File: config.mk
export PLATFORM = sky130hd
export DESIGN_NAME = lc3_pipe_ctrl
export DESIGN_NICKNAME = d
export VERILOG_FILES = /design/src/rtl/lc3_pipe_ctrl.sv
export SDC_FILE = /design/constraint.sdc
export NUM_CORES = 1
export LEC_CHECK = 0
export BUFFER_PORTS_ARGS = -buffer_cell sky130_fd_sc_hd__buf_2
export CAP_MARGIN = 25
export CORE_ASPECT_RATIO = 1.25
export CORE_MARGIN = 4
export CORE_UTILIZATION = 36
export DETAILED_ROUTE_END_ITERATION = 7
export PLACE_DENSITY = 0.76
export RECOVER_POWER = 100
export SYNTH_ARGS = -nofsm -noshare
export SYNTH_HDL_FRONTEND = slang
export SYNTH_SLANG_ARGS = --single-unit
File: constraint.sdc
create_clock -name clk -period 1.6 [get_ports clk]
set_clock_uncertainty 0.05 [all_clocks]
set_input_delay 0.32 -clock clk [delete_from_list [all_inputs] [get_ports clk]]
set_output_delay 0.32 -clock clk [all_outputs]
set_load 0.05 [all_outputs]
File: src/rtl/lc3_pipe_ctrl.sv
// ---------------------------------------------------------------------------
// lc3_pipe_ctrl
//   Pipeline controller for a four-stage LC-3 core (fetch, decode, execute,
//   writeback). It produces the per-stage enables and sequences data-memory
//   accesses through a small registered FSM that has a timeout. It holds
//   fetch while a BR/JMP is in flight and generates operand bypass selects
//   for the instruction in decode.
//
// Parameters
//   TIMEOUT_CYC  cycles allowed in any non-idle memory state before abort (>=2)
//   FWD_EN       1: bypass selects active, 0: bypass selects tied low
//   BR_EXTRA     extra fetch-hold cycles after a control instruction (0..7)
//
// Ports
//   clk              clock
//   rst              asynchronous active-low reset
//   imem_dout_i      instruction currently being fetched
//   ir_dec_i         instruction in decode
//   ir_exec_i        instruction in execute
//   nzp_i            BR condition bits of ir_exec_i
//   psr_i            current N/Z/P flags
//   dmem_complete_i  one-cycle pulse: data memory finished the current access
//   en_updatepc_o    PC update enable
//   en_fetch_o       fetch enable
//   en_decode_o      decode enable
//   en_execute_o     execute enable
//   en_writeback_o   register-file write enable
//   br_taken_o       redirect PC (one cycle)
//   byp_alu_1_o/2_o  src1/src2 take the execute ALU result
//   byp_mem_1_o/2_o  src1/src2 take the memory/LEA result
//   mem_state_o      0 READ, 1 IND, 2 WRITE, 3 IDLE
//   mem_err_o        one-cycle pulse after an access timed out
// ---------------------------------------------------------------------------
`timescale 1ns/1ps
module lc3_pipe_ctrl #(
  parameter int unsigned TIMEOUT_CYC = 16,
  parameter bit          FWD_EN      = 1'b1,
  parameter int unsigned BR_EXTRA    = 0
) (
  input  logic        clk,
  input  logic        rst,
  input  logic [15:0] imem_dout_i,
  input  logic [15:0] ir_dec_i,
  input  logic [15:0] ir_exec_i,
  input  logic [2:0]  nzp_i,
  input  logic [2:0]  psr_i,
  input  logic        dmem_complete_i,
  output logic        en_updatepc_o,
  output logic        en_fetch_o,
  output logic        en_decode_o,
  output logic        en_execute_o,
  output logic        en_writeback_o,
  output logic        br_taken_o,
  output logic        byp_alu_1_o,
  output logic        byp_alu_2_o,
  output logic        byp_mem_1_o,
  output logic        byp_mem_2_o,
  output logic [1:0]  mem_state_o,
  output logic        mem_err_o
);

  localparam int unsigned     CNT_W     = $clog2(TIMEOUT_CYC);
  localparam logic [CNT_W-1:0] CNT_LAST = CNT_W'(TIMEOUT_CYC - 1);
  localparam logic [2:0]       HOLD_INIT = 3'(BR_EXTRA);

  localparam logic [3:0] OP_BR  = 4'b0000;
  localparam logic [3:0] OP_ADD = 4'b0001;
  localparam logic [3:0] OP_LD  = 4'b0010;
  localparam logic [3:0] OP_ST  = 4'b0011;
  localparam logic [3:0] OP_AND = 4'b0101;
  localparam logic [3:0] OP_LDR = 4'b0110;
  localparam logic [3:0] OP_STR = 4'b0111;
  localparam logic [3:0] OP_NOT = 4'b1001;
  localparam logic [3:0] OP_LDI = 4'b1010;
  localparam logic [3:0] OP_STI = 4'b1011;
  localparam logic [3:0] OP_JMP = 4'b1100;
  localparam logic [3:0] OP_LEA = 4'b1110;

  typedef enum logic [1:0] {
    MS_READ  = 2'd0,
    MS_IND   = 2'd1,
    MS_WRITE = 2'd2,
    MS_IDLE  = 2'd3
  } mem_state_e;

  // ---------------- opcode class helpers ----------------
  function automatic logic is_alu(input logic [3:0] op);
    return (op == OP_ADD) || (op == OP_AND) || (op == OP_NOT);
  endfunction

  function automatic logic is_ldc(input logic [3:0] op);
    return (op == OP_LD) || (op == OP_LDR) || (op == OP_LDI);
  endfunction

  function automatic logic is_memop(input logic [3:0] op);
    return is_ldc(op) || (op == OP_ST) || (op == OP_STR) || (op == OP_STI);
  endfunction

  function automatic logic is_writes(input logic [3:0] op);
    return is_alu(op) || is_ldc(op) || (op == OP_LEA);
  endfunction

  function automatic logic is_ctrl(input logic [3:0] op);
    return (op == OP_BR) || (op == OP_JMP);
  endfunction

  // ---------------- state ----------------
  logic        v_dec_q, v_dec_d;
  logic        v_exe_q, v_exe_d;
  logic        v_wb_q, v_wb_d;
  logic        ctrl_pend_q, ctrl_pend_d;
  logic [2:0]  hold_q, hold_d;
  mem_state_e  state_q;
  logic [CNT_W-1:0] cnt_q;
  logic        mem_err_q;

  logic [3:0]  exe_op_s, dec_op_s, fetch_op_s;
  logic [2:0]  dest_s;
  logic        complete_rw_s, tmo_s, stall_s, fetch_s, ctrl_exe_s, byp_gate_s;
  logic        unused_bits_s;

  assign exe_op_s   = ir_exec_i[15:12];
  assign dec_op_s   = ir_dec_i[15:12];
  assign fetch_op_s = imem_dout_i[15:12];
  assign dest_s     = ir_exec_i[11:9];

  assign unused_bits_s = ^{imem_dout_i[11:0], ir_dec_i[4:3], ir_exec_i[8:0]};

  // Completion only counts in the states that finish an access; in IND it
  // advances the FSM but the data access is still outstanding.
  assign complete_rw_s = dmem_complete_i && ((state_q == MS_READ) || (state_q == MS_WRITE));
  // A completion arriving on the last allowed cycle beats the timeout.
  assign tmo_s   = (state_q != MS_IDLE) && (cnt_q == CNT_LAST) && !dmem_complete_i;
  assign stall_s = v_exe_q && is_memop(exe_op_s) && !complete_rw_s && !tmo_s;
  // rst gates fetch so the enables drop the moment reset is asserted.
  assign fetch_s = rst && !stall_s && !ctrl_pend_q && (hold_q == 3'd0);
  assign ctrl_exe_s = v_exe_q && is_ctrl(exe_op_s);
  assign byp_gate_s = FWD_EN && v_dec_q && v_exe_q && is_writes(exe_op_s);

  assign en_updatepc_o  = fetch_s;
  assign en_fetch_o     = fetch_s;
  assign en_decode_o    = v_dec_q && !stall_s;
  assign en_execute_o   = v_exe_q;
  assign en_writeback_o = v_wb_q;
  assign br_taken_o     = ctrl_exe_s && ((exe_op_s == OP_JMP) || (|(nzp_i & psr_i)));
  assign mem_state_o    = state_q;
  assign mem_err_o      = mem_err_q;

  // Next-state for valid flags, control-pending flag and hold counter
  always_comb begin
    v_dec_d     = v_dec_q;
    v_exe_d     = v_exe_q;
    ctrl_pend_d = ctrl_pend_q;
    hold_d      = hold_q;
    if (stall_s) begin
      v_dec_d = v_dec_q;
      v_exe_d = v_exe_q;
    end else begin
      v_dec_d = fetch_s;
      v_exe_d = v_dec_q;
    end
    v_wb_d = !stall_s && v_exe_q && is_writes(exe_op_s) && !tmo_s;
    // A new control fetch wins over a control instruction leaving execute.
    if (fetch_s && is_ctrl(fetch_op_s)) begin
      ctrl_pend_d = 1'b1;
    end else if (ctrl_exe_s) begin
      ctrl_pend_d = 1'b0;
    end else begin
      ctrl_pend_d = ctrl_pend_q;
    end
    if (ctrl_exe_s) begin
      hold_d = HOLD_INIT;
    end else if (hold_q != 3'd0) begin
      hold_d = hold_q - 3'd1;
    end else begin
      hold_d = hold_q;
    end
  end

  // Pipeline valid / control registers
  always_ff @(posedge clk or negedge rst) begin
    if (!rst) begin
      v_dec_q     <= 1'b0;
      v_exe_q     <= 1'b0;
      v_wb_q      <= 1'b0;
      ctrl_pend_q <= 1'b0;
      hold_q      <= 3'd0;
    end else begin
      v_dec_q     <= v_dec_d;
      v_exe_q     <= v_exe_d;
      v_wb_q      <= v_wb_d;
      ctrl_pend_q <= ctrl_pend_d;
      hold_q      <= hold_d;
    end
  end

  // Data-memory access FSM with per-state timeout counter and error pulse
  always_ff @(posedge clk or negedge rst) begin
    if (!rst) begin
      state_q   <= MS_IDLE;
      cnt_q     <= '0;
      mem_err_q <= 1'b0;
    end else begin
      mem_err_q <= tmo_s;
      case (state_q)
        MS_IDLE: begin
          cnt_q <= '0;
          if (v_exe_q && ((exe_op_s == OP_LD) || (exe_op_s == OP_LDR))) begin
            state_q <= MS_READ;
          end else if (v_exe_q && ((exe_op_s == OP_ST) || (exe_op_s == OP_STR))) begin
            state_q <= MS_WRITE;
          end else if (v_exe_q && ((exe_op_s == OP_LDI) || (exe_op_s == OP_STI))) begin
            state_q <= MS_IND;
          end else begin
            state_q <= MS_IDLE;
          end
        end
        MS_IND: begin
          if (dmem_complete_i) begin
            state_q <= (exe_op_s == OP_STI) ? MS_WRITE : MS_READ;
            cnt_q   <= '0;
          end else if (tmo_s) begin
            state_q <= MS_IDLE;
            cnt_q   <= '0;
          end else begin
            cnt_q <= cnt_q + CNT_W'(1);
          end
        end
        MS_READ, MS_WRITE: begin
          if (dmem_complete_i || tmo_s) begin
            state_q <= MS_IDLE;
            cnt_q   <= '0;
          end else begin
            cnt_q <= cnt_q + CNT_W'(1);
          end
        end
        default: begin
          state_q <= MS_IDLE;
          cnt_q   <= '0;
        end
      endcase
    end
  end

  // Bypass selects for the decode-stage source operands
  always_comb begin
    logic       src1_use, src2_use;
    logic [2:0] src2_reg;
    byp_alu_1_o = 1'b0;
    byp_alu_2_o = 1'b0;
    byp_mem_1_o = 1'b0;
    byp_mem_2_o = 1'b0;
    src1_use = is_alu(dec_op_s) || (dec_op_s == OP_LDR) ||
               (dec_op_s == OP_STR) || (dec_op_s == OP_JMP);
    src2_use = 1'b0;
    src2_reg = 3'd0;
    // Register-mode ADD/AND read SR2; stores read the data register in [11:9].
    if (((dec_op_s == OP_ADD) || (dec_op_s == OP_AND)) && !ir_dec_i[5]) begin
      src2_use = 1'b1;
      src2_reg = ir_dec_i[2:0];
    end else if ((dec_op_s == OP_ST) || (dec_op_s == OP_STI) || (dec_op_s == OP_STR)) begin
      src2_use = 1'b1;
      src2_reg = ir_dec_i[11:9];
    end else begin
      src2_use = 1'b0;
      src2_reg = 3'd0;
    end
    if (byp_gate_s) begin
      if (src1_use && (ir_dec_i[8:6] == dest_s)) begin
        byp_alu_1_o = is_alu(exe_op_s);
        byp_mem_1_o = is_ldc(exe_op_s) || (exe_op_s == OP_LEA);
      end else begin
        byp_alu_1_o = 1'b0;
        byp_mem_1_o = 1'b0;
      end
      if (src2_use && (src2_reg == dest_s)) begin
        byp_alu_2_o = is_alu(exe_op_s);
        byp_mem_2_o = is_ldc(exe_op_s) || (exe_op_s == OP_LEA);
      end else begin
        byp_alu_2_o = 1'b0;
        byp_mem_2_o = 1'b0;
      end
    end else begin
      byp_alu_1_o = 1'b0;
      byp_alu_2_o = 1'b0;
      byp_mem_1_o = 1'b0;
      byp_mem_2_o = 1'b0;
    end
  end

endmodule

==> flow_summary.json, run 1 <==
{
  "cts_tree": "yes",
  "cp_num_buf_inv": 1,
  "cpMaxStageDelayCell": "dfstp_4",
  "synth_top_area_cell": "dfrtp_1",
  "avgRoutedWirePerCell_um": 16.2,
  "fin_crit_sh": 1.33,
  "place_congestion": 0.764,
  "reg2reg_depth": 5,
  "async_flop_share": 1.00,
  "via_per_inst": 5.12,
  "grt_pass1_wl_um": 5160,
  "critPathLaunchType": "flip-flop",
  "fin_tns_setup_ns": -2.77,
  "yosysSeqAreaShare": 0.362,
  "synth_ff_type": "dfrtp_1",
  "power.density_nw_per_um2": 1000,
  "fp.dieArea_sq_um": 3610,
  "final_max_slew_viol_count": 0,
  "slew-limit-headroom": 0.491,
  "cts_made_buffers": 3,
  "crit_family": "flip-flops",
  "ys_ff_latch": 14,
  "n_antenna_cell": 0,
  "finalPower_mw": 1.96,
  "io_pins": 70,
  "core_area_sq_um": 2500,
  "nets": 259,
  "path_cells": "nand2b_4 > nand2_4 > nor3_4 > and2b_2 > buf_6",
  "overflow": 0,
  "grt_setup_unrepaired": "yes",
  "maxCapViolations": 0,
  "ir_drop_mv": 0.915,
  "grt_usage": 0.198,
  "vias": 1183,
  "yosys_warnings": 0,
  "cp.required_ns": 1.23,
  "num_rows": 20,
  "setup_viol": 9,
  "fillCellCount": 154,
  "cts_root_buf": "clkbuf_4",
  "portBuffers": 46,
  "synth_edf_count": 0,
  "postRouteWirelength_um": 3730,
  "drive_above_1_share": 0.636,
  "critical_path_arrival_ns": 1.75,
  "dp_hpwl_um": 2380,
  "max_freq_mhz": 471,
  "ant_nets": 0,
  "synthesis.nets": 166,
  "cts.sinks": 14,
  "htreeDepth": 1,
  "area_growth_pct": 101,
  "netlist_area_sq_um": 976,
  "dr.pass1.iters": 4,
  "tightest_slew_ns": 0.763,
  "die_w_um": 54.6,
  "grt_pass1_vias": 1212,
  "syn_inst": 106,
  "worstSkewPairLatency_ns": 0.29,
  "synthTopCellsByCount": "nor2_1 (14), dfrtp_1 (12), a21oi_1 (8)",
  "yosysTopAreaCellShare": 0.308,
  "min_period_ns": 2.12,
  "synth_area_leaders": "dfrtp_1 (31%), xnor2_1 (6.3%), dfstp_2 (5.4%)",
  "ys_types": 40,
  "grt_max_degree": 15,
  "clk_pin_slew_ns": 0.09,
  "antenna_found_initial": 0,
  "yosysMostFrequentCell": "nor2_1",
  "hp-class": "input pin to flip-flop",
  "whs_path_depth": 3,
  "finalWorstSetupSlack_ns": -0.522,
  "violations": "negative setup slack",
  "clk_path_buf_depth": 2,
  "end_kind": "primary output",
  "drc_errors": 0,
  "outcome": "complete, but fails checks",
  "initialDrtViolationCount": 18,
  "worst-path-stages": 5,
  "crit_type": "flip-flop to primary output",
  "syn_avg_cell_area_sq_um": 9.21,
  "dpl_worst_slack_ns": -0.529,
  "start_util": 0.390,
  "max_stage_delay_ns": 0.65,
  "fp.dieH_um": 66.2,
  "worstPathMaxFanout": 3,
  "hold_viol_final": 0,
  "p_leak_nw": 0.898
}
[worst paths after layout]
check	from	endpoint	slack [ns]
max	mem_state_o[0]	en_decode_o	-0.52
min	imem_dout_i[12]	ctrl_pend_q	0.30
max reg2reg	mem_state_o[0]	v_dec_q	-0.05
min reg2reg	hold_q[2]	hold_q[2]	0.48
max in group asynchronous	rst	en_execute_o	0.28
min in group asynchronous	rst	cnt_q[2]	0.69
[final cells by class]
type,count,area [sq um],area share
Multi-Input combinational cell,84,825,0.421
Inverter,6,22.5,0.0115
Sequential cell,14,362,0.185
Timing Repair Buffer,90,682,0.348
Clock buffer,4,26.3,0.0134
Tap cell,33,41.3,0.0211
[cell families after synthesis]
| logic type | count (synthesis) | share of synthesized area |
|---|---|---|
| adders and majority gates | 3 | 0.0385 |
| and+or+nand+nor | 46 | 0.272 |
| xor gates and xnor gates | 10 | 0.0897 |
| DFF | 14 | 0.362 |
| muxes | 2 | 0.0231 |
| AOI/OAI and AO/OA | 23 | 0.181 |
| buffers and inverters | 8 | 0.0346 |
[state kept, by name, indices dropped and copies added, names as in the netlist]
name,count
ctrl_pend_q,1
v_dec_q,1
hold_q,3
cnt_q,4
en_writeback_o,1
en_execute_o,1
mem_err_o,1
mem_state_o,2
[per-layer routing]
metal / wire [um] / track usage / share of wire
met5: 0 / 0 / 0
met4: 160 / 0.0872 / 0.043
met3: 203 / 0.0226 / 0.054
met2: 2110 / 0.380 / 0.57
met1: 1260 / 0.201 / 0.34
[per-stage QoR]
stage,util,hold slack [ns],std cells,cell area (sq um)
2_1_floorplan,-,-0.0256,106,1070
3_5_place_dp,0.615,0.242,212,1540
5_1_grt,0.783,0.327,231,1960
3_3_place_gp,0.615,0.237,212,1540
6_report,0.783,0.305,231,1960
4_1_cts,0.716,0.231,224,1790
[worst reg2reg max path: cells and delay by family (launching register included)]
family / cells / cell delay [ns]
mux: 1 / 0.29
buf+inv: 1 / 0.16
simple gates: 3 / 0.40
flops: 1 / 0.65
[power by group]
part / switching (mW) / internal [mW] / total (mW) / leakage (nW)
Sequential: 0.0887 / 0.463 / 0.552 / 0.182
Clock: 0.123 / 0.0971 / 0.220 / 0.0150
Combinational: 0.618 / 0.568 / 1.19 / 0.702
[what timing repair did]
action	in CTS	in global routing
hold buffers	1	0
endpoints found under the hold margin	12	0
gates cloned	0	0
pin swaps	7	9
endpoints found under the setup margin	11	13
setup buffers	7	9
resized for setup	39	21
[cells in the final DEF, fill, tap and decap left out, drive strengths merged, types with 3 or more instances in the layout]
cell type  count
ha             3
inv            6
a32oi          4
buf           87
nand2b         3
dfrtp         12
nand2          8
nand3          4
nor2          14
xnor2          7
a21oi          8
clkbuf         6
xor2           3
No activity file was read; power rests on OpenSTA's default activity.
==> run 2: changes to the inputs <==
- CORE_MARGIN: 4 -> not set
- GPL_ROUTABILITY_DRIVEN: not set -> 0
==> run 2 against run 1 <==
  * The run still ends with negative setup slack left
  * Non-clock buffer count down 9
  * Sequential power is 0.7% lower
  * Maximum frequency is 0.93% higher
  * Critical endpoint is now en_fetch_o
  * Largest power group unchanged
==> flow_summary.json, run 2 (synthesis results as in run 1) <==
{
  "max_stage_delay_ns": 0.39,
  "drive_above_1_share": 0.603,
  "initialDrtViolationCount": 18,
  "grt_max_degree": 15,
  "htreeDepth": 1,
  "cts_root_buf": "clkbuf_4",
  "die_w_um": 48.6,
  "setup_viol": 8,
  "antenna_found_initial": 0,
  "fp.dieH_um": 60.2,
  "dp_hpwl_um": 2290,
  "cts_made_buffers": 3,
  "grt_pass1_wl_um": 5110,
  "reg2reg_to": "v_dec_q",
  "final_max_slew_viol_count": 0,
  "ir_drop_mv": 0.720,
  "cpMaxStageDelayCell": "dfrtp_1",
  "tightest_slew_ns": 0.765,
  "vias": 1163,
  "worstSkewPairLatency_ns": 0.29,
  "fin_crit_sh": 1.31,
  "area_growth_pct": 86.2,
  "via_per_inst": 5.24,
  "grt_use_met1": 0.232,
  "stdcell_area_sq_um": 1820,
  "cp.required_ns": 1.23,
  "p_int_uw": 993,
  "worstPathMaxFanout": 3,
  "grt.met2_usage": 0.469,
  "fillCellCount": 175,
  "critical_path_arrival_ns": 1.73,
  "min_from": "imem_dout_i[12]",
  "grt_use_met3": 0.0229,
  "p_leak_nw": 0.838,
  "core_area_sq_um": 2500,
  "avgRoutedWirePerCell_um": 14.2,
  "clk_pin_slew_ns": 0.08,
  "dpl_worst_slack_ns": -0.542,
  "grt_pass1_vias": 1220,
  "busiest_layer": "met2",
  "largest_reg_flops": 4,
  "overflow": 0,
  "pwr-share-clk": 0.124,
  "reg2reg_from": "mem_state_o[0]",
  "grt_setup_unrepaired": "yes",
  "fp.dieArea_sq_um": 2920,
  "n_antenna_cell": 0,
  "portBuffers": 46,
  "regMostFlops": "cnt_q",
  "io_pins": 70,
  "nets": 250,
  "cts_tree": "yes",
  "cts.sinks": 14,
  "slew-limit-headroom": 0.490,
  "final_common_cell": "buf_2",
  "maxCapViolations": 0,
  "ant_nets": 0,
  "start_util": 0.390,
  "whs_path_depth": 3,
  "whs_ns": 0.256,
  "num_rows": 20,
  "grt_usage": 0.229,
  "hold_viol_final": 0,
  "power.density_nw_per_um2": 951,
  "postPlaceCellArea_sq_um": 1540,
  "layout_common_cells": "buf_2 (32), buf_4 (29), buf_6 (12)",
  "postRouteWirelength_um": 3150,
  "reg2reg_depth": 5,
  "hold_end": "ctrl_pend_q",
  "dr.pass1.iters": 4,
  "clk_path_buf_depth": 2,
  "finalPower_mw": 1.73,
  "hp-class": "input pin to flip-flop",
  "min_period_ns": 2.10,
  "violations": "negative setup slack",
  "critPathLaunchType": "flip-flop",
  "p_switching_uw": 734,
  "final_core_util": 0.726,
  "p_seq_frac": 0.317,
  "outcome": "complete, but fails checks",
  "power.share.combinational": 0.559,
  "max_freq_mhz": 476,
  "path_cells": "ha_4 > nand3_4 > a211oi_4 > nor3_2 > buf_4 > nor3_4 > buf_6",
  "crit_type": "flip-flop to primary output",
  "finalWorstSetupSlack_ns": -0.502,
  "sw_frac_of_total": 0.425,
  "ff2ff_setup_slack_ns": -0.04,
  "drc_errors": 0,
  "end_kind": "primary output"
}
## run 2: critical path, delay by kind of cell, from the launching register on
| family | cells | cell delay [ns] |
|---|---|---|
| AND/OR/NAND/NOR | 3 | 0.34 |
| flip-flops | 1 | 0.39 |
| buffers and inverters | 2 | 0.35 |
| AO/OA/AOI/OAI | 1 | 0.19 |
| adder cells (fa/ha/maj) | 1 | 0.17 |
## run 2: what timing repair did
| item | in CTS | in global routing |
|---|---|---|
| setup buffers | 3 | 2 |
| endpoints found under the setup margin | 11 | 12 |
| endpoints found under the hold margin | 12 | 0 |
| resized for setup | 33 | 14 |
| hold buffers | 1 | 0 |
| pin swaps | 7 | 4 |
## run 2: worst max-delay path by stage
stage                         end  depth (start not counted)  slack (ns)         start
finish                 en_fetch_o                          7       -0.50      cnt_q[0]
global route           en_fetch_o                          7       -0.58      cnt_q[1]
global placement      byp_alu_2_o                          6       -0.45  ir_dec_i[13]
CTS                    en_fetch_o                          7       -0.52      cnt_q[0]
detailed placement    byp_alu_2_o                          6       -0.54  ir_dec_i[13]
floorplan           en_updatepc_o                          6       -0.43      cnt_q[0]
## run 2: metrics by stage
stage	std cells	TNS, ns
after global placement	212	-2.26
after floorplan	106	-1.95
after global routing	222	-3.18
after detailed placement	212	-2.61
final	222	-2.61
after CTS	220	-2.69
## run 2: power by group through the flow
stage / Combinational, mW / Clock (mW) / Sequential (mW)
6_report: 0.966 / 0.214 / 0.548
5_1_grt: 1.03 / 0.232 / 0.563
4_1_cts: 0.911 / 0.220 / 0.526
3_5_place_dp: 0.815 / 0 / 0.534
3_3_place_gp: 0.796 / 0 / 0.529
2_1_floorplan: 0.347 / 0 / 0.694
## run 2: routing by layer
metal  up-vias  part of all wire
met5         -                 0
li1        554                 -
met4         0             0.029
met1       558              0.38
met3        11             0.040
met2        40              0.55
## run 2: final cells by class
cell class	instances	area, sq um	area share
Clock buffer	4	26.3	0.0145
Inverter	6	22.5	0.0124
Sequential cell	14	362	0.199
Timing Repair Buffer	81	606	0.333
Tap cell	33	41.3	0.0227
Multi-Input combinational cell	84	759	0.418
